<file path="config.mk">
export PLATFORM = sky130hd
export DESIGN_NAME = udma_cpi_window_packer
export DESIGN_NICKNAME = d
export VERILOG_FILES = /design/src/rtl/cpi_pkg.sv /design/src/rtl/udma_cpi_sync_fifo.sv /design/src/rtl/udma_cpi_window_packer.sv
export SDC_FILE = /design/constraint.sdc
export NUM_CORES = 1
export LEC_CHECK = 0
export BUFFER_PORTS_ARGS = -buffer_cell sky130_fd_sc_hd__clkbuf_2
export CORE_MARGIN = 3
export CORE_UTILIZATION = 47
export DETAILED_ROUTE_END_ITERATION = 8
export HOLD_SLACK_MARGIN = 0.15
export MAX_ROUTING_LAYER = met4
export PLACE_DENSITY = 0.74
export SLEW_MARGIN = 20
export SYNTH_ARGS = -nofsm -noshare
export SYNTH_HDL_FRONTEND = slang
export SYNTH_SLANG_ARGS = --single-unit
</file>
<file path="constraint.sdc">
create_clock -name clk_i -period 17.9 [get_ports clk_i]
set_input_delay 3.58 -clock clk_i [delete_from_list [all_inputs] [get_ports clk_i]]
set_output_delay 3.58 -clock clk_i [all_outputs]
set_load 0.01 [all_outputs]
</file>
<file path="src/rtl/cpi_pkg.sv">
// Shared types and helpers for the CPI capture back-end.
package cpi_pkg;

    typedef enum logic [1:0] {
        IDLE,
        WAIT_SOF,
        CAPTURE,
        SKIP
    } cpi_cap_state_e;

    typedef struct packed {
        logic        valid;
        logic [15:0] data;
        logic        sof;
        logic        eol;
        logic        eof;
    } cpi_pix_beat_t;

    function automatic int lane_width(input int pix_w);
        return (pix_w <= 8) ? 8 : 16;
    endfunction

    function automatic int lanes_per_word(input int pix_w, input logic pack);
        return pack ? (32 / lane_width(pix_w)) : 1;
    endfunction

endpackage

</file>
<file path="src/rtl/udma_cpi_sync_fifo.sv">
// First-word-fall-through synchronous FIFO; a pop frees a slot for a same-cycle push.
module udma_cpi_sync_fifo #(
    parameter int DATA_W = 32,
    parameter int DEPTH  = 4
) (
    input  logic              clk_i,
    input  logic              rst_i,
    input  logic              push_i,
    input  logic [DATA_W-1:0] data_i,
    input  logic              pop_i,
    output logic [DATA_W-1:0] data_o,
    output logic              full_o,
    output logic              empty_o
);
    localparam int AW = $clog2(DEPTH);

    logic [DATA_W-1:0] mem [DEPTH];
    logic [AW:0]       wr_ptr;
    logic [AW:0]       rd_ptr;
    logic              do_push;
    logic              do_pop;

    assign empty_o = (wr_ptr == rd_ptr);
    assign full_o  = (wr_ptr[AW] != rd_ptr[AW]) && (wr_ptr[AW-1:0] == rd_ptr[AW-1:0]);
    assign do_pop  = pop_i && !empty_o;
    assign do_push = push_i && (!full_o || do_pop);
    assign data_o  = mem[rd_ptr[AW-1:0]];

    always_ff @(posedge clk_i) begin
        if (rst_i) begin
            wr_ptr <= '0;
            rd_ptr <= '0;
        end else begin
            if (do_push) wr_ptr <= wr_ptr + 1'b1;
            if (do_pop)  rd_ptr <= rd_ptr + 1'b1;
        end
    end

    always_ff @(posedge clk_i) begin
        if (do_push) mem[wr_ptr[AW-1:0]] <= data_i;
    end

endmodule

</file>
<file path="src/rtl/udma_cpi_window_packer.sv">
// CPI capture back-end: frame skipping, X/Y window crop, lane packing into 32-bit words, output FIFO.
module udma_cpi_window_packer
    import cpi_pkg::*;
#(
    parameter int PIX_W      = 8,
    parameter int FIFO_DEPTH = 4,
    parameter int CNT_W      = 16
) (
    input  logic             clk_i,
    input  logic             rst_i,
    input  logic             cfg_en_i,
    input  logic             cfg_pack_i,
    input  logic [7:0]       cfg_skip_i,
    input  logic [CNT_W-1:0] cfg_x0_i,
    input  logic [CNT_W-1:0] cfg_x1_i,
    input  logic [CNT_W-1:0] cfg_y0_i,
    input  logic [CNT_W-1:0] cfg_y1_i,
    input  logic             pix_valid_i,
    input  logic [PIX_W-1:0] pix_data_i,
    input  logic             pix_sof_i,
    input  logic             pix_eol_i,
    input  logic             pix_eof_i,
    output logic [31:0]      data_o,
    output logic             valid_o,
    input  logic             ready_i,
    output logic             frame_done_evt_o,
    output logic             overflow_evt_o,
    output logic             sync_err_evt_o
);
    localparam int LW = lane_width(PIX_W);

    cpi_cap_state_e   state_q, state_d;
    cpi_pix_beat_t    beat;
    logic [7:0]       skip_q;
    logic             pack_q;
    logic [CNT_W-1:0] x0_q, x1_q, y0_q, y1_q;
    logic [CNT_W-1:0] x_q, y_q;
    logic [1:0]       idx_q;
    logic [31:0]      word_q;

    logic             live, sof_start, capture_now;
    logic             pack_cur;
    logic [CNT_W-1:0] x0_cur, x1_cur, y0_cur, y1_cur, x_cur, y_cur;
    logic [1:0]       idx_cur, idx_nxt, last_idx;
    logic [31:0]      word_cur, word_pix, wr_data;
    logic [4:0]       shamt;
    logic             keep, last_lane, wr_en;
    logic             fifo_full, fifo_empty, fifo_pop;
    logic [31:0]      fifo_data;

    always_comb begin
        beat       = '0;
        beat.valid = pix_valid_i;
        beat.data  = 16'(pix_data_i);
        beat.sof   = pix_sof_i;
        beat.eol   = pix_eol_i;
        beat.eof   = pix_eof_i;
    end

    // A sof outside IDLE always restarts the frame, even from CAPTURE/SKIP.
    assign live        = beat.valid && cfg_en_i && (state_q != IDLE);
    assign sof_start   = live && beat.sof;
    assign capture_now = live && (sof_start ? (skip_q == 8'd0) : (state_q == CAPTURE));

    always_ff @(posedge clk_i) begin
        if (rst_i) state_q <= IDLE;
        else       state_q <= state_d;
    end

    always_comb begin
        state_d = state_q;
        if (!cfg_en_i) begin
            state_d = IDLE;
        end else if (state_q == IDLE) begin
            state_d = WAIT_SOF;
        end else begin
            if (sof_start)         state_d = (skip_q == 8'd0) ? CAPTURE : SKIP;
            if (live && beat.eof)  state_d = WAIT_SOF;
        end
    end

    always_comb begin
        frame_done_evt_o = !rst_i && capture_now && beat.eof;
        sync_err_evt_o   = !rst_i && sof_start && ((state_q == CAPTURE) || (state_q == SKIP));
        overflow_evt_o   = !rst_i && wr_en && fifo_full && !fifo_pop;
    end

    // The sof pixel sees the freshly sampled config and a cleared position/lane state.
    always_comb begin
        pack_cur  = sof_start ? cfg_pack_i : pack_q;
        x0_cur    = sof_start ? cfg_x0_i   : x0_q;
        x1_cur    = sof_start ? cfg_x1_i   : x1_q;
        y0_cur    = sof_start ? cfg_y0_i   : y0_q;
        y1_cur    = sof_start ? cfg_y1_i   : y1_q;
        x_cur     = sof_start ? '0 : x_q;
        y_cur     = sof_start ? '0 : y_q;
        idx_cur   = sof_start ? '0 : idx_q;
        word_cur  = sof_start ? '0 : word_q;
        keep      = capture_now && (x_cur >= x0_cur) && (x_cur <= x1_cur)
                                && (y_cur >= y0_cur) && (y_cur <= y1_cur);
        last_idx  = 2'(lanes_per_word(PIX_W, pack_cur) - 1);
        last_lane = (idx_cur == last_idx);
        shamt     = 5'(int'(idx_cur) * LW);
        word_pix  = word_cur | (32'(beat.data) << shamt);
        wr_data   = keep ? word_pix : word_cur;
        wr_en     = capture_now && ((keep && last_lane) ||
                                    (beat.eof && (keep || (idx_cur != 2'd0))));
        if (wr_en)     idx_nxt = '0;
        else if (keep) idx_nxt = idx_cur + 2'd1;
        else           idx_nxt = idx_cur;
    end

    always_ff @(posedge clk_i) begin
        if (rst_i) begin
            skip_q <= '0;
            idx_q  <= '0;
            x_q    <= '0;
            y_q    <= '0;
        end else if (!cfg_en_i) begin
            skip_q <= '0;
            idx_q  <= '0;
        end else begin
            if (sof_start) skip_q <= (skip_q == 8'd0) ? cfg_skip_i : skip_q - 8'd1;
            if (capture_now) begin
                idx_q <= idx_nxt;
                x_q   <= beat.eol ? '0 : x_cur + 1'b1;
                y_q   <= beat.eol ? y_cur + 1'b1 : y_cur;
            end else if (sof_start) begin
                idx_q <= '0;
            end
        end
    end

    always_ff @(posedge clk_i) begin
        if (sof_start) begin
            pack_q <= cfg_pack_i;
            x0_q   <= cfg_x0_i;
            x1_q   <= cfg_x1_i;
            y0_q   <= cfg_y0_i;
            y1_q   <= cfg_y1_i;
        end
        if (capture_now) word_q <= wr_en ? '0 : wr_data;
    end

    assign fifo_pop = valid_o && ready_i;

    udma_cpi_sync_fifo #(
        .DATA_W (32),
        .DEPTH  (FIFO_DEPTH)
    ) u_fifo (
        .clk_i   (clk_i),
        .rst_i   (rst_i),
        .push_i  (wr_en),
        .data_i  (wr_data),
        .pop_i   (fifo_pop),
        .data_o  (fifo_data),
        .full_o  (fifo_full),
        .empty_o (fifo_empty)
    );

    assign valid_o = !fifo_empty;
    assign data_o  = valid_o ? fifo_data : 32'd0;

endmodule

</file>
==> results.md, run 1 <==
* RSZ-0062 raised after global routing: no
* Fin crit period at 11.82 ns
* Postcts setup bufs at 0
* First-pass iteration count of the detailed router at 5
* Most frequent cells in the layout: 259 x nand2_1, 160 x edfxtp_1, 124 x clkbuf_2
* Layout Nets at 1543
* Number of stages on the worst setup path at 16
* Max-slew headroom at 30.2%
* Cell Pwr Density at 96.7 mW/mm²
* IO Port Bufs at 124
* Grt total ovfl at 0
* Setup Skew at 0.0143 ns
* Hold Vio Cnt, Final at 0
* Site Rows at 60
* CTS resizes at 0
* Mapped cell area at 0.0132 mm²
* CP delay by family, top: simple AND/OR/NAND/NOR gates
* CP Launch Type: primary input
* Crit path DAT at 8.24 ns
* Layout cells sized above 1 at 16.3%
* Netlist cell types at 58
* Vias in the first global route at 9557
* CP required at 14.32 ns
* CTS Buffer Depth at 3
* Min-Delay Path Class: reg -> reg
* FF-to-FF End: u_fifo.mem[2][18]$_DFFE_PP_
* Sum of negative setup slack at 0 ns
* GRT Util Overall at 19.8%
* Clock slew at reported path FFs at 0.06 ns
* Max Fanout on Critical Path at 46
* Worst-skew pair later-pin latency at 0.56 ns
* MaxCap Viol Count at 0
* Mapped Nets at 1432
* Yosys warnings at 0
* Ys async rst share at 0%
* I/O pin cnt at 125
* DR iter-0 viols at 793
* FF-to-FF path depth at 14
* Slew Limit Fails at 0
* Setup WS pre-CTS at 6.14 ns
* First-pass GRT wire length at 48000 µm
* Detailed placer's ending HPWL at 19600 µm
* Routed WL at 29400 µm
* Vias/cell at 5.36
* Synth Flop Type: edfxtp_1
* VDD IR max at 0.0000701 V
* Post-route ant nets at 0
* Slew @ Worst Pin at 1.04 ns
* Critical path destination: overflow_evt_o
* Largest net degree at the start of global routing at 78
* Root Driver: clkbuf_16
* Chip width at 174 µm
* DRC errors left at 0
* Die area at 0.0301 mm²
* EDFF count, synth at 160
* Crit path launch: pix_valid_i
* Crit-path slowest cell: nor2_4
* Proportion of synthesized chip area in sequential cells at 54.2%
* Syn_area_per_cell at 10.4 µm²
* Slowest Stage Delay on Critical Path at 0.62 ns
* Ant. Diodes at 0
* P_leak at 6.13 nW
* Fmax at 84.6 MHz
* Register area at 0.00715 mm²
* Worst r2r src: state_q[1]$_SDFFE_PP0P_
* Crit share post-route at 66.0%
* Die Span Y at 174 µm
* Fillers at 2351
* Vias at 9512
* Crit-path cells: clkbuf_2 -> nand3_1 -> nor2_4 -> buf_4 -> nand2_1 -> and2_1 -> ha_1 -> a21o_1 -> a221o_1 -> a221oi_1 -> o22a_1 -> nand4_2 -> a21boi_2 -> buf_4 -> nor3b_1 -> clkbuf_2
* Routability cong. at 0.849
* Most common cell after layout, fill and taps aside: nand2_1
* WL per Instance at 16.5 µm
* Starting Density at 48.4%
* Final worst setup slack at 6.08 ns
* CTS sink cnt at 277
* CP bufs+invs at 4
* Crit. End Element: output pin
* H-tree Lvls at 1
* Setup slack, reg-to-reg at 12.29 ns
* Kind of critical path: in -> out
* CTS buffer count at 29
* Hold buffers post-CTS at 0
* CTS tree: yes
* Layout Area Growth over Synthesis at 14.8%
* Core region area at 0.0273 mm²
* Cells after Synth at 1271
* Area of the multi-input gates at 0.00557 mm²
* Initial antenna violation count at 0
* Seq cells post-synth at 277
* Run status: finished clean
* Final setup fails at 0
* Total power at 1.46 mW
[synthesized netlist by cell type (all sizes together) (32+ instances only)]
cell type | instances | area, µm²
ha | 72 | 901
inv | 74 | 278
a21oi | 84 | 424
clkbuf | 37 | 139
nand2 | 259 | 972
mux4 | 32 | 721
and2 | 84 | 526
nand3 | 45 | 225
dfxtp | 117 | 2340
nor2 | 76 | 288
nor2b | 35 | 219
edfxtp | 160 | 4800
[final cells by class]
class                      instances  share of cell area [%]
inverter                          74                    1.83
tap                              372                    3.07
clock inverter                    13                    1.19
multi-input combinational        864                    36.7
sequential                       277                    47.2
clock buffer                      40                    5.26
timing repair buffer             136                    4.69
[power breakdown]
part	switching, mW	leakage [nW]	internal (mW)
registers	0.00935	2.40	0.704
logic	0.0774	3.25	0.0571
clock network	0.248	0.478	0.369
[worst min-delay path by stage]
stage	startpoint	end	slack, ns	cells after the start
6_report	y1_q[9]$_DFF_P_	y1_q[9]$_DFF_P_	0.45	2
5_1_grt	y0_q[13]$_DFF_P_	y0_q[13]$_DFF_P_	0.48	2
4_1_cts	y1_q[9]$_DFF_P_	y1_q[9]$_DFF_P_	0.45	2
3_5_place_dp	y1_q[9]$_DFF_P_	y1_q[9]$_DFF_P_	0.43	2
3_3_place_gp	y0_q[11]$_DFF_P_	y0_q[11]$_DFF_P_	0.43	2
2_1_floorplan	x1_q[15]$_DFF_P_	x1_q[15]$_DFF_P_	0.42	2
[kinds of logic after synthesis]
group / count (synthesis) / share of synthesized area [%]
adders and majority gates: 73 / 6.91
and+or+nand+nor: 587 / 21.3
DFF: 277 / 54.2
muxes: 37 / 5.87
AOI/OAI and AO/OA: 149 / 6.72
xor gates and xnor gates: 18 / 1.20
buffers and inverters: 130 / 3.84
[through the flow]
| stage | std cells | util [%] | cell area, µm² | hold WS [ns] |
|---|---|---|---|---|
| floorplan | 1271 | - | 13200 | 0.418 |
| global placement | 1723 | 52.0 | 14200 | 0.429 |
| detailed placement | 1723 | 52.0 | 14200 | 0.432 |
| CTS | 1776 | 55.6 | 15100 | 0.447 |
| global route | 1776 | 55.6 | 15100 | 0.484 |
| finish | 1776 | 55.6 | 15100 | 0.449 |
[layer usage]
layer	share of wire (%)	global-route usage (%)	up-vias	routed length, µm
met5	0	-	-	0
met4	1.7	4.26	0	512
met3	6.5	3.29	36	1900
met2	48	32.8	301	14100
met1	44	25.7	4514	12900
li1	-	-	4661	-
[flip-flops by register name (all words and copies together), names as in the netlist, 2 cells and up, named ones only]
register,flops
y_q,16
word_q,32
x0_q,16
skip_q,8
x1_q,16
idx_q,2
y1_q,16
x_q,16
u_fifo.rd_ptr,3
y0_q,16
state_q,2
u_fifo.mem,128
u_fifo.wr_ptr,3
[tightest hold or removal path, cell delays in order, from the launching register on]
cell	delay, ns
dfxtp_1	0.30
nand2_1	0.04
nand2_1	0.07
(Power assumes the default switching activity.)
==> run 2: changes to the inputs <==
--- a/config.mk
+++ b/config.mk
@@ -5,13 +5,14 @@
 export SDC_FILE = /design/constraint.sdc
 export NUM_CORES = 1
 export LEC_CHECK = 0
+export ABC_AREA = 1
 export BUFFER_PORTS_ARGS = -buffer_cell sky130_fd_sc_hd__clkbuf_2
 export CORE_MARGIN = 3
 export CORE_UTILIZATION = 47
 export DETAILED_ROUTE_END_ITERATION = 8
 export HOLD_SLACK_MARGIN = 0.15
 export MAX_ROUTING_LAYER = met4
-export PLACE_DENSITY = 0.74
+export PLACE_DENSITY = 0.76
 export SLEW_MARGIN = 20
 export SYNTH_ARGS = -nofsm -noshare
 export SYNTH_HDL_FRONTEND = slang
==> constraint.sdc (replaced) <==
create_clock -name clk_i -period 10.14 [get_ports clk_i]
set_input_delay 2.028 -clock clk_i [delete_from_list [all_inputs] [get_ports clk_i]]
set_output_delay 2.028 -clock clk_i [all_outputs]
set_load 0.01 [all_outputs]
==> results.md, run 2 <==
* Vias at 10600
* Area of the multi-input gates at 0.00536 mm²
* Setup slack, reg-to-reg at 4.51 ns
* Fillers at 2449
* Postcts setup bufs at 0
* Slew @ Worst Pin at 1.10 ns
* Fmax at 116 MHz
* DRC errors left at 0
* MaxCap Viol Count at 0
* Layout Nets at 1796
* WL per Instance at 14.9 µm
* Mapped cell area at 0.0136 mm²
* Final setup fails at 0
* Sum of negative setup slack at 0 ns
* Cells after Synth at 1531
* First-pass iteration count of the detailed router at 5
* Kind of critical path: in -> out
* Starting Density at 48.2%
* EDFF count, synth at 160
* HP Start: y1_q[0]$_DFF_P_
* Cell Pwr Density at 168 mW/mm²
* I/O pin cnt at 125
* Die area at 0.0310 mm²
* Worst-skew pair later-pin latency at 0.55 ns
* Most frequent cells in the layout: 267 x nand2_1, 219 x inv_1, 186 x nor2_1
* Slew Limit Fails at 0
* Synth Flop Type: edfxtp_1
* CTS Buffer Depth at 3
* FF-to-FF End: u_fifo.mem[2][24]$_DFFE_PP_
* RSZ-0062 raised after global routing: no
* Hold Path Sink: y1_q[0]$_DFF_P_
* DR iter-0 viols at 902
* Core region area at 0.0282 mm²
* Largest net degree at the start of global routing at 110
* Max Fanout on Critical Path at 65
* Total power at 2.62 mW
* Max-slew headroom at 26.8%
* Die Span Y at 176 µm
* Proportion of synthesized chip area in sequential cells at 52.6%
* Initial antenna violation count at 0
* IO Port Bufs at 124
* GRT Util Overall at 20.1%
* Clock slew at reported path FFs at 0.06 ns
* Ys async rst share at 0%
* Syn_area_per_cell at 8.88 µm²
* Crit path DAT at 6.60 ns
* Hold buffers post-CTS at 0
* Run status: finished clean
* Area fraction of the dominant cell type after synthesis at 35.4%
* Post-route ant nets at 0
* Vias/cell at 5.19
* Routed WL at 30400 µm
* Hold path depth at 2
* First-pass GRT wire length at 49800 µm
* Mapped Nets at 1692
* Crit share post-route at 85.1%
* Most common cell in the netlist: nand2_1
* Ant. Diodes at 0
* H-tree Lvls at 1
* Hold Vio Cnt, Final at 0
* Crit. End Element: output pin
* CTS resizes at 0
* Yosys top cell by area: edfxtp_1
* P_leak at 6.82 nW
* Routability cong. at 0.879
* CTS buffer count at 30
* Worst r2r src: state_q[1]$_SDFFE_PP0P_
* CTS sink cnt at 277
* Most common cell after layout, fill and taps aside: nand2_1
* Site Rows at 61
* Largest register FFs at 128
* Layout Cells excl Fill at 2037
* CTS tree: yes
* Netlist cell types at 46
* Min-Delay Path Class: reg -> reg
* Synth area leaders: edfxtp_1 35%, dfxtp_1 17%, nand2_1 7.4%
* FF-to-FF path depth at 18
* CP required at 8.11 ns
* Layout cells sized above 1 at 16.5%
* Fin crit period at 8.63 ns
* Layout Area Growth over Synthesis at 14.5%
* Seq cells post-synth at 277
* Top post-synthesis cells by count: 267 x nand2_1, 219 x inv_1, 190 x nor2_1
* CP Launch Type: primary input
* Root Driver: clkbuf_16
* VDD IR max at 0.000120 V
* Setup Skew at 0.00926 ns
* Placed Instances at 1981
* Vias in the first global route at 10100
* Chip width at 176 µm
* Yosys warnings at 0
* Grt total ovfl at 0
* Register area at 0.00715 mm²
* Detailed placer's ending HPWL at 20300 µm
[run 2: changes by cell type after synthesis, sizes merged, moves of 12 or more]
cell,delta
or2,+53
nand2,+18
mux4,-32
inv,+148
nor2b,-35
nor2,+120
o21ai,+121
a21oi,-12
nand4,-17
and2,-83
o32ai,+32
o31ai,+15
[run 2: kinds of logic after synthesis]
group	share of synthesized area (%)
buffers and inverters	8.10
AND/OR/NAND/NOR	19.2
AO/OA/AOI/OAI	12.9
adder cells (fa/ha/maj)	6.63
XOR/XNOR	0.580
flip-flops	52.6
[run 2: worst max path at each step]
| stage | to | slack [ns] | from |
|---|---|---|---|
| 2_1_floorplan | overflow_evt_o | 2.91 | cfg_en_i |
| 3_3_place_gp | overflow_evt_o | 1.58 | cfg_en_i |
| 3_5_place_dp | overflow_evt_o | 1.46 | cfg_en_i |
| 4_1_cts | overflow_evt_o | 1.42 | cfg_en_i |
| 5_1_grt | overflow_evt_o | 1.06 | cfg_en_i |
| 6_report | overflow_evt_o | 1.51 | cfg_en_i |
[run 2: cell type report]
class / count / share of cell area [%]
Clock buffer: 34 / 5.06
Clock inverter: 22 / 1.58
Inverter: 225 / 5.45
Multi-Input combinational cell: 968 / 34.5
Sequential cell: 277 / 46.0
Tap cell: 378 / 3.04
Timing Repair Buffer: 133 / 4.42
[run 2: report_power, final]
group	internal, mW	switching [mW]	total, mW
sequential	1.25	0.0170	1.27
clock	0.684	0.441	1.13
combinational	0.0830	0.142	0.225
[run 2: critical path: stages]
cell	delay, ns
clkbuf_2	0.09
nand2_1	0.12
inv_1	0.09
nand3_4	0.08
clkinv_2	0.62
o21ai_0	0.53
inv_1	0.09
ha_1	0.30
nand2_1	0.09
nor4_1	0.46
nand3_1	0.13
nand2_1	0.17
nand3_2	0.10
nor2_4	0.14
nand2_4	0.24
nand2_1	0.23
nand2_2	0.42
nor3_1	0.42
clkbuf_2	0.20
[run 2: per-stage QoR]
step | area [µm²] | util [%] | hold slack, ns | setup slack, ns
6_report | 15600 | 55.2 | 0.463 | 1.51
5_1_grt | 15600 | 55.2 | 0.486 | 1.06
4_1_cts | 15600 | 55.2 | 0.464 | 1.42
3_5_place_dp | 14500 | 51.6 | 0.449 | 1.46
3_3_place_gp | 14500 | 51.6 | 0.449 | 1.58
2_1_floorplan | 13600 | - | 0.428 | 2.91
[run 2: routing by layer]
layer  GRT usage, %  part of all wire [%]  up-vias
met5              -                     0        -
met4           4.82                   1.6        0
met3           2.77                   6.1       46
met2           33.0                    47      313
met1           26.5                    45     4914
li1               -                     -     5292
